`src/rtl/pipeline_pkg.sv`:
```
// Shared types and constants for the ID-stage hazard/stall logic of the 5-stage MIPS pipeline.
package pipeline_pkg;

    typedef enum logic {
        RUN   = 1'b0,
        STALL = 1'b1
    } stall_state_e;

    localparam logic [4:0]  REG_ZERO      = 5'd0;
    localparam int unsigned CNT_W_DEFAULT = 16;

    typedef struct packed {
        logic       reg_dst;
        logic       alu_src;
        logic       mem_to_reg;
        logic       reg_write;
        logic       mem_read;
        logic       mem_write;
        logic       branch;
        logic [1:0] alu_op;
    } ctrl_t;

    // Control word injected into ID/EX when a bubble is inserted.
    localparam ctrl_t NOP_CTRL = '0;

endpackage

```
`src/rtl/sat_counter.sv`:
```
// Up-counter that saturates at all-ones; clear has priority over enable.
module sat_counter #(
    parameter int unsigned W = 16
) (
    input  logic         clk,
    input  logic         clear,
    input  logic         en,
    output logic [W-1:0] count
);

    logic [W-1:0] count_q;
    logic [W-1:0] count_d;

    always_comb begin
        count_d = count_q;
        if (clear) begin
            count_d = '0;
        end else if (en && (count_q != '1)) begin
            count_d = count_q + 1'b1;
        end
    end

    always_ff @(posedge clk) begin
        count_q <= count_d;
    end

    assign count = count_q;

endmodule

```
`src/rtl/hazard_stall_controller.sv`:
```
// ID-stage hazard detection: load-use and branch-operand stalls, IF/ID flush on taken
// branches/jumps, and saturating stall/flush cycle counters.
module hazard_stall_controller
    import pipeline_pkg::*;
#(
    parameter int unsigned CNT_W = CNT_W_DEFAULT
) (
    input  logic             clk,
    input  logic             reset,
    input  logic [4:0]       IF_ID_RegisterRs,
    input  logic [4:0]       IF_ID_RegisterRt,
    input  logic             IF_ID_UsesRt,
    input  logic             IF_ID_Branch,
    input  logic             IF_ID_Jump,
    input  logic             BranchTaken,
    input  logic             ID_EX_MemRead,
    input  logic             ID_EX_RegWrite,
    input  logic [4:0]       ID_EX_RegisterRd,
    input  logic             EX_MEM_MemRead,
    input  logic [4:0]       EX_MEM_RegisterRd,
    output logic             PCWrite,
    output logic             IF_ID_Write,
    output logic             ID_EX_Bubble,
    output logic             IF_ID_Flush,
    output logic             Busy,
    output logic [CNT_W-1:0] StallCycles,
    output logic [CNT_W-1:0] FlushCycles
);

    stall_state_e state_q;
    stall_state_e state_d;
    stall_state_e cur_state;

    logic m_ex;
    logic m_mem;
    logic load_use;
    logic br_alu;
    logic br_load_ex;
    logic br_load_mem;
    logic stall_now;
    logic flush_now;

    always_comb begin
        m_ex  = (ID_EX_RegisterRd != REG_ZERO) &&
                ((ID_EX_RegisterRd == IF_ID_RegisterRs) ||
                 (IF_ID_UsesRt && (ID_EX_RegisterRd == IF_ID_RegisterRt)));
        m_mem = (EX_MEM_RegisterRd != REG_ZERO) &&
                ((EX_MEM_RegisterRd == IF_ID_RegisterRs) ||
                 (IF_ID_UsesRt && (EX_MEM_RegisterRd == IF_ID_RegisterRt)));

        load_use    = ID_EX_MemRead && m_ex;
        br_alu      = IF_ID_Branch && ID_EX_RegWrite && !ID_EX_MemRead && m_ex;
        br_load_ex  = IF_ID_Branch && ID_EX_MemRead && m_ex;
        br_load_mem = IF_ID_Branch && EX_MEM_MemRead && m_mem;
    end

    // While reset is held the outputs follow the inputs as if already in RUN.
    always_comb begin
        cur_state = reset ? RUN : state_q;

        stall_now = (cur_state == STALL) || load_use || br_alu || br_load_ex || br_load_mem;
        flush_now = !stall_now && ((IF_ID_Branch && BranchTaken) || IF_ID_Jump);

        PCWrite      = !stall_now;
        IF_ID_Write  = !stall_now;
        ID_EX_Bubble = stall_now;
        IF_ID_Flush  = flush_now;
        Busy         = (cur_state == STALL);
    end

    always_comb begin
        state_d = state_q;
        if (reset) begin
            state_d = RUN;
        end else begin
            unique case (state_q)
                RUN:     state_d = br_load_ex ? STALL : RUN;
                STALL:   state_d = RUN;
                default: state_d = RUN;
            endcase
        end
    end

    always_ff @(posedge clk) begin
        state_q <= state_d;
    end

    sat_counter #(.W(CNT_W)) u_stall_cnt (
        .clk   (clk),
        .clear (reset),
        .en    (stall_now),
        .count (StallCycles)
    );

    sat_counter #(.W(CNT_W)) u_flush_cnt (
        .clk   (clk),
        .clear (reset),
        .en    (flush_now),
        .count (FlushCycles)
    );

endmodule

```
`config.mk`:
```
export PLATFORM = sky130hd
export DESIGN_NAME = hazard_stall_controller
export DESIGN_NICKNAME = d
export VERILOG_FILES = /design/src/rtl/pipeline_pkg.sv /design/src/rtl/sat_counter.sv /design/src/rtl/hazard_stall_controller.sv
export SDC_FILE = /design/constraint.sdc
export NUM_CORES = 1
export LEC_CHECK = 0
export BUFFER_PORTS_ARGS = -buffer_cell sky130_fd_sc_hd__buf_2
export CORE_ASPECT_RATIO = 1.2
export CORE_MARGIN = 2
export CORE_UTILIZATION = 55
export CTS_CLUSTER_DIAMETER = 150
export DETAILED_ROUTE_END_ITERATION = 8
export MAX_ROUTING_LAYER = met4
export PLACE_DENSITY = 0.86
export SYNTH_ARGS = -nofsm -noshare
export SYNTH_HDL_FRONTEND = slang
export SYNTH_SLANG_ARGS = --single-unit
```
`constraint.sdc`:
```
create_clock -name clk -period 3 [get_ports clk]
set_input_delay 0.3 -clock clk [delete_from_list [all_inputs] [get_ports clk]]
set_output_delay 0.3 -clock clk [all_outputs]
set_load 0.03 [all_outputs]
```
Word level (Yosys, flattened, before mapping):

Index checks and enable logic that the tools add are counted.

* add/sub/neg operators: 2
* equality and inequality tests: 6
* multiplexer cells: 3
* bitwise logic cells: 1
* reductions and logical operators: 27

Operators by type and width (number)
* $add A16 B1 Y16 const B: 2
* $ne A16 B16 Y1 const B: 2
* $eq A5 B5 Y1: 4
* $logic_and A1 B1 Y1: 16
* $reduce_bool A5 Y1: 2
* $logic_or A1 B1 Y1: 7
* $logic_not A1 Y1: 2
* $mux W1: 2
* $pmux W1 S2: 1
* $not A1 Y1: 1

* flip-flop bits (word level): 33
* output and inout bits: 37
* logic and storage cells: 42

Longest topological paths before layout:

* depth in word-level cells: 12
* gate-level depth with buffers: 9

By module:

Synthesis repeated with hierarchy kept, for this count alone.

* cells, all modules: 244
* area total of the unflattened synthesis: 2052.0 µm²

By module, submodules not included
* sat_counter: times used 2, cells each 99, area each 848.3 µm², sequential area each 320.3 µm²
* hazard_stall_controller: times used 1, cells each 46, area each 355.3 µm², sequential area each 20.0 µm²

Worst setup path before layout:

Ideal clock, no wire load.

* path type: reg-to-reg
* start point: register u_stall_cnt.count_q[11] (netlist: u_stall_cnt.count[11])
* end point: register u_stall_cnt.count_q[12] (netlist: u_stall_cnt.count[12])
* setup time: 0.123 ns
* arrival: 2.108 ns
* data required time: 2.877 ns
* setup slack: 0.769 ns
* cell stages (with the launch flop): 8
* buffers on the path: 0
* clock period less this slack: 2.231 ns
* path through: dfxtp_1 > and4_1 > nand3_2 > nor4_4 > or2b_2 > a211oi_1 > nand3_1 > mux2_1

* longest elaborated chain between the ends: 2
* elaborated cells between the ends (all ways): 3

RTL lines
* start, declared: line sat_counter.sv:11 `logic [W-1:0] count_q;`
* start signal, assigned: line sat_counter.sv:24 `count_q <= count_d;`
* branches (longest 2 deep; another with $add A16 B1 Y16)

Parallel ways; which one is timed is not known.
A chain may end at the register's enable or synchronous reset.

Final worst setup path:

* start point: input ID_EX_RegisterRd[3]
* end point: output IF_ID_Flush

* longest elaborated chain between the ends: 11
* elaborated cells between the ends (all ways): 15

RTL lines
* start, declared: line hazard_stall_controller.sv:18 `input logic [4:0] ID_EX_RegisterRd,`
* $eq A5 B5 Y1: line hazard_stall_controller.sv:46 `(IF_ID_UsesRt && (ID_EX_RegisterRd == IF_ID_RegisterRt)));`
* $logic_and A1 B1 Y1: line hazard_stall_controller.sv:46
* $logic_or A1 B1 Y1: line hazard_stall_controller.sv:45 `((ID_EX_RegisterRd == IF_ID_RegisterRs) ||`
* $logic_and A1 B1 Y1 (*): line hazard_stall_controller.sv:44 `m_ex = (ID_EX_RegisterRd != REG_ZERO) &&`
* $logic_and A1 B1 Y1: line hazard_stall_controller.sv:51 `load_use = ID_EX_MemRead && m_ex;`
* $logic_or A1 B1 Y1 (2 in series): line hazard_stall_controller.sv:61 `stall_now = (cur_state == STALL) || load_use || br_alu || br_load_ex || br_load_mem;`
* $logic_or A1 B1 Y1 (*) (2 in series): line hazard_stall_controller.sv:61
* $logic_not A1 Y1 (*): line hazard_stall_controller.sv:62 `flush_now = !stall_now && ((IF_ID_Branch && BranchTaken) || IF_ID_Jump);`
* $logic_and A1 B1 Y1 (*): line hazard_stall_controller.sv:62
* end, declared: line hazard_stall_controller.sv:24 `output logic IF_ID_Flush,`

Mark *: on every way between the ends. The rest lies on a longest branch, timed or not.

==> metrics.txt <==
# TYPE chip_impl_metric gauge
chip_impl_metric{name="internal-power",unit="µW"} 827
chip_impl_info{name="synth.top_cells.by_area",value="sky130_fd_sc_hd__dfxtp_1 (32%), sky130_fd_sc_hd__xnor2_1 (12%), sky130_fd_sc_hd__nor2_1 (5.3%)"} 1
chip_impl_metric{name="worst_pin_slew",unit="ns"} 0.410
chip_impl_metric{name="power.static_leakage",unit="µW"} 0.00101
chip_impl_info{name="timing.setup.critical_path_class",value="primary input to primary output"} 1
chip_impl_metric{name="drc_violation_count_after_routing",unit=""} 0
chip_impl_metric{name="max_freq",unit="MHz"} 435
chip_impl_metric{name="number_of_buffers_inserted_by_port_buffering",unit=""} 65
chip_impl_metric{name="hold_buffers",unit=""} 0
chip_impl_metric{name="cp.arrival",unit="ns"} 2.00
chip_impl_metric{name="skew",unit="ns"} 0.00685
chip_impl_metric{name="clk_pin_slew_worst_paths",unit="ns"} 0.07
chip_impl_metric{name="relSlewSlack",unit="%"} 72.6
chip_impl_info{name="worst_setup_path_end_kind",value="primary output"} 1
chip_impl_metric{name="worst-path-max-fanout",unit=""} 14
chip_impl_info{name="clockRootBuffer",value="sky130_fd_sc_hd__clkbuf_8"} 1
chip_impl_metric{name="irDropWorstVdd",unit="mV"} 0.249
chip_impl_metric{name="cts_sinks",unit=""} 33
chip_impl_info{name="largest_area_contributor_in_the_netlist",value="sky130_fd_sc_hd__dfxtp_1"} 1
chip_impl_metric{name="synth-async-reset-ratio",unit="%"} 0
chip_impl_metric{name="number_of_hold_slack_violations_in_the_final_timing_report",unit=""} 0
chip_impl_metric{name="io_pins",unit=""} 66
chip_impl_metric{name="rrSetupSlack",unit="ns"} 0.77
chip_impl_metric{name="switching_component_of_the_power",unit="µW"} 263
chip_impl_metric{name="largest_net_degree_at_the_start_of_global_routing",unit=""} 42
chip_impl_metric{name="yosys_register_bits",unit=""} 33
chip_impl_metric{name="netSwitchingFraction",unit="%"} 24.1
chip_impl_metric{name="route.vias.total",unit=""} 1981
chip_impl_metric{name="nets",unit=""} 335
chip_impl_info{name="synth_top_cells_by_count",value="sky130_fd_sc_hd__dfxtp_1 (33), sky130_fd_sc_hd__nor2_1 (29), sky130_fd_sc_hd__xnor2_1 (29)"} 1
chip_impl_info{name="run_status",value="complete, no violations"} 1
chip_impl_metric{name="antennaDiodeCount",unit=""} 0
chip_impl_metric{name="pwr-share-clk",unit="%"} 46.2
chip_impl_metric{name="syn_to_final_growth",unit="%"} 23.0
chip_impl_metric{name="clock_insertion_delay_worst_skew",unit="ns"} 0.30
chip_impl_metric{name="coreArea",unit="mm²"} 0.00360
chip_impl_metric{name="final_antenna_net_count",unit=""} 0
chip_impl_metric{name="gpl.final_weighted_congestion",unit=""} 0.906
chip_impl_metric{name="placement.setup.worst_slack",unit="ns"} 0.531
chip_impl_metric{name="htree_num_levels",unit=""} 2
chip_impl_metric{name="timing.final.setup_violations",unit=""} 0
chip_impl_metric{name="max_slew_violation_count",unit=""} 0
chip_impl_metric{name="critPathRequiredTime",unit="ns"} 2.70
chip_impl_metric{name="first_pass_iters",unit=""} 4
chip_impl_metric{name="design.die.area",unit="mm²"} 0.00421
chip_impl_metric{name="floorplan.initialDensity",unit="%"} 56.6
chip_impl_metric{name="die_w",unit="µm"} 59.6
chip_impl_metric{name="fraction_of_post_synthesis_cell_area_in_the_top_cell_type_by_area",unit="%"} 32.4
chip_impl_metric{name="clock_tree.buffer_depth",unit=""} 2
chip_impl_metric{name="period_needed",unit="ns"} 2.30
chip_impl_metric{name="antenna_found_initial",unit=""} 0
chip_impl_metric{name="finalCritPeriodShare",unit="%"} 76.7
chip_impl_metric{name="initialDrtViolationCount",unit=""} 111
chip_impl_metric{name="via_count_of_the_first_global_routing_pass",unit=""} 1926
chip_impl_metric{name="maxCapViolations",unit=""} 0
chip_impl_metric{name="finish.instance_area",unit="mm²"} 0.00251
chip_impl_metric{name="first_pass_grt_wire_length",unit="µm"} 7910
chip_impl_info{name="synth_ff_type",value="sky130_fd_sc_hd__dfxtp_1"} 1
chip_impl_info{name="min-delay-path-class",value="primary input to flop"} 1
chip_impl_info{name="yosysMostFrequentCell",value="sky130_fd_sc_hd__dfxtp_1"} 1
chip_impl_metric{name="cts_resized",unit=""} 0
chip_impl_metric{name="die-height",unit="µm"} 70.7
chip_impl_info{name="rsz0062_at_grt",value="false"} 1
chip_impl_metric{name="drt_wl_total",unit="µm"} 4660
chip_impl_metric{name="proportion_of_synthesized_chip_area_in_sequential_cells",unit="%"} 32.4
chip_impl_metric{name="place.detailed.hpwl",unit="µm"} 3400
chip_impl_metric{name="fin_ws",unit="ns"} 0.699
chip_impl_info{name="nature_of_the_critical_path_startpoint",value="primary input"} 1
chip_impl_metric{name="post_syn_nets",unit=""} 271
chip_impl_metric{name="floorplan.rows",unit=""} 24
chip_impl_info{name="cts_tree",value="yes"} 1
chip_impl_metric{name="power_frac_seq",unit="%"} 41.4
chip_impl_metric{name="ys_warn_count",unit=""} 0
chip_impl_metric{name="p_per_area",unit="mW/mm²"} 435
chip_impl_metric{name="routed_vias_inst",unit=""} 5.76
chip_impl_metric{name="post_synthesis_cell_type_count",unit=""} 41
chip_impl_metric{name="synth-edff-count",unit=""} 0
chip_impl_metric{name="avgSynthCellArea",unit="µm²"} 8.49
chip_impl_metric{name="post-cts-setup-buffers",unit=""} 0
chip_impl_metric{name="drive_gt1_share",unit="%"} 29.8
chip_impl_metric{name="detail_route.wl_per_cell",unit="µm"} 13.5
chip_impl_metric{name="combinational_power_share",unit="%"} 12.4
chip_impl_metric{name="dpl-instance-area",unit="mm²"} 0.00237
chip_impl_metric{name="synthesis.instances",unit=""} 240
chip_impl_metric{name="overflow",unit=""} 0
chip_impl_metric{name="final.setup.tns",unit="ns"} 0
chip_impl_metric{name="grt_usage",unit="%"} 24.8
chip_impl_metric{name="netlist_area",unit="mm²"} 0.00204
chip_impl_metric{name="cts_buffers",unit=""} 5
-- routing by layer --
layer | up-vias | GRT usage (%) | share of wire (%)
met1 | 916 | 27.8 | 43
met4 | 0 | 13.6 | 2.3
met3 | 11 | 5.12 | 5.7
li1 | 990 | - | -
met2 | 64 | 40.2 | 49
met5 | - | - | 0
-- critical path, stage by stage --
cell and delay, ns:
sky130_fd_sc_hd__buf_2 0.12, sky130_fd_sc_hd__xnor2_1 0.16, sky130_fd_sc_hd__nand3_1 0.10, sky130_fd_sc_hd__o32ai_2 0.32
sky130_fd_sc_hd__nand3_2 0.38, sky130_fd_sc_hd__nand2_1 0.32, sky130_fd_sc_hd__nor2_1 0.09, sky130_fd_sc_hd__buf_2 0.18
-- state kept, by name, summed over array words and instances (netlist names) --
| register | flops |
|---|---|
| u_flush_cnt.count | 16 |
| u_stall_cnt.count | 16 |
| state_q | 1 |
-- path summary, 6_finish.rpt --
kind / cells past startpoint / endpoint / start
setup / recovery: 8 / IF_ID_Flush / ID_EX_RegisterRd[3]
hold / removal: 3 / state_q / ID_EX_MemRead
setup reg to reg: 7 / u_flush_cnt.count[5] / u_flush_cnt.count[6]
hold reg to reg: 1 / state_q / state_q
-- metrics by stage --
| step | power (µW) | utilization (%) | hold WS [ns] | std cells |
|---|---|---|---|---|
| after floorplan | 549 | - | 0.388 | 240 |
| after global placement | 593 | 65.8 | 0.406 | 336 |
| after detailed placement | 596 | 65.8 | 0.412 | 336 |
| after CTS | 1100 | 69.5 | 0.250 | 344 |
| after global routing | 1120 | 69.5 | 0.291 | 344 |
| final | 1090 | 69.5 | 0.252 | 344 |
-- power by group through the flow --
stage / clock, µW / sequential (µW) / combinational [µW]
after floorplan: 0 / 471 / 78.3
after global placement: 0 / 461 / 132
after detailed placement: 0 / 461 / 134
after CTS: 512 / 451 / 136
after global routing: 523 / 452 / 149
final: 504 / 451 / 135
-- cell usage in the layout, fill, tap and decap left out, types with 4 or more instances in the layout --
master and instances:
sky130_fd_sc_hd__buf_2 65, sky130_fd_sc_hd__dfxtp_1 33, sky130_fd_sc_hd__xnor2_1 29, sky130_fd_sc_hd__nor2_1 29, sky130_fd_sc_hd__nand2_1 22, sky130_fd_sc_hd__nand3_1 14
sky130_fd_sc_hd__a21oi_1 13, sky130_fd_sc_hd__nor2b_1 8, sky130_fd_sc_hd__nand4_1 8, sky130_fd_sc_hd__or4_1 7, sky130_fd_sc_hd__o31ai_1 6, sky130_fd_sc_hd__nor3_1 5
sky130_fd_sc_hd__a211oi_1 5, sky130_fd_sc_hd__clkbuf_8 5, sky130_fd_sc_hd__xor2_1 4, sky130_fd_sc_hd__or3_1 4, sky130_fd_sc_hd__o21ai_0 4, sky130_fd_sc_hd__mux2_2 4
-- kinds of logic after synthesis --
family                   after synthesis  synth area share (%)
multiplexers                           8                  4.30
XOR/XNOR                              33                  14.2
buffers and inverters                 13                  3.25
adder cells (fa/ha/maj)                2                  1.23
flip-flops                            33                  32.4
AND/OR/NAND/NOR                      114                  30.0
AO/OA/AOI/OAI                         37                  14.6
-- final cells by class --
class,count,area (µm²)
repair buffers,67,340
clock buffers,5,68.8
well taps,39,48.8
inverters,3,11.3
multi-input cells,194,1310
fillers,289,1100
flip-flops and latches,33,661
clock inverters,3,65.1
No activity file was read; power rests on OpenSTA's default activity.
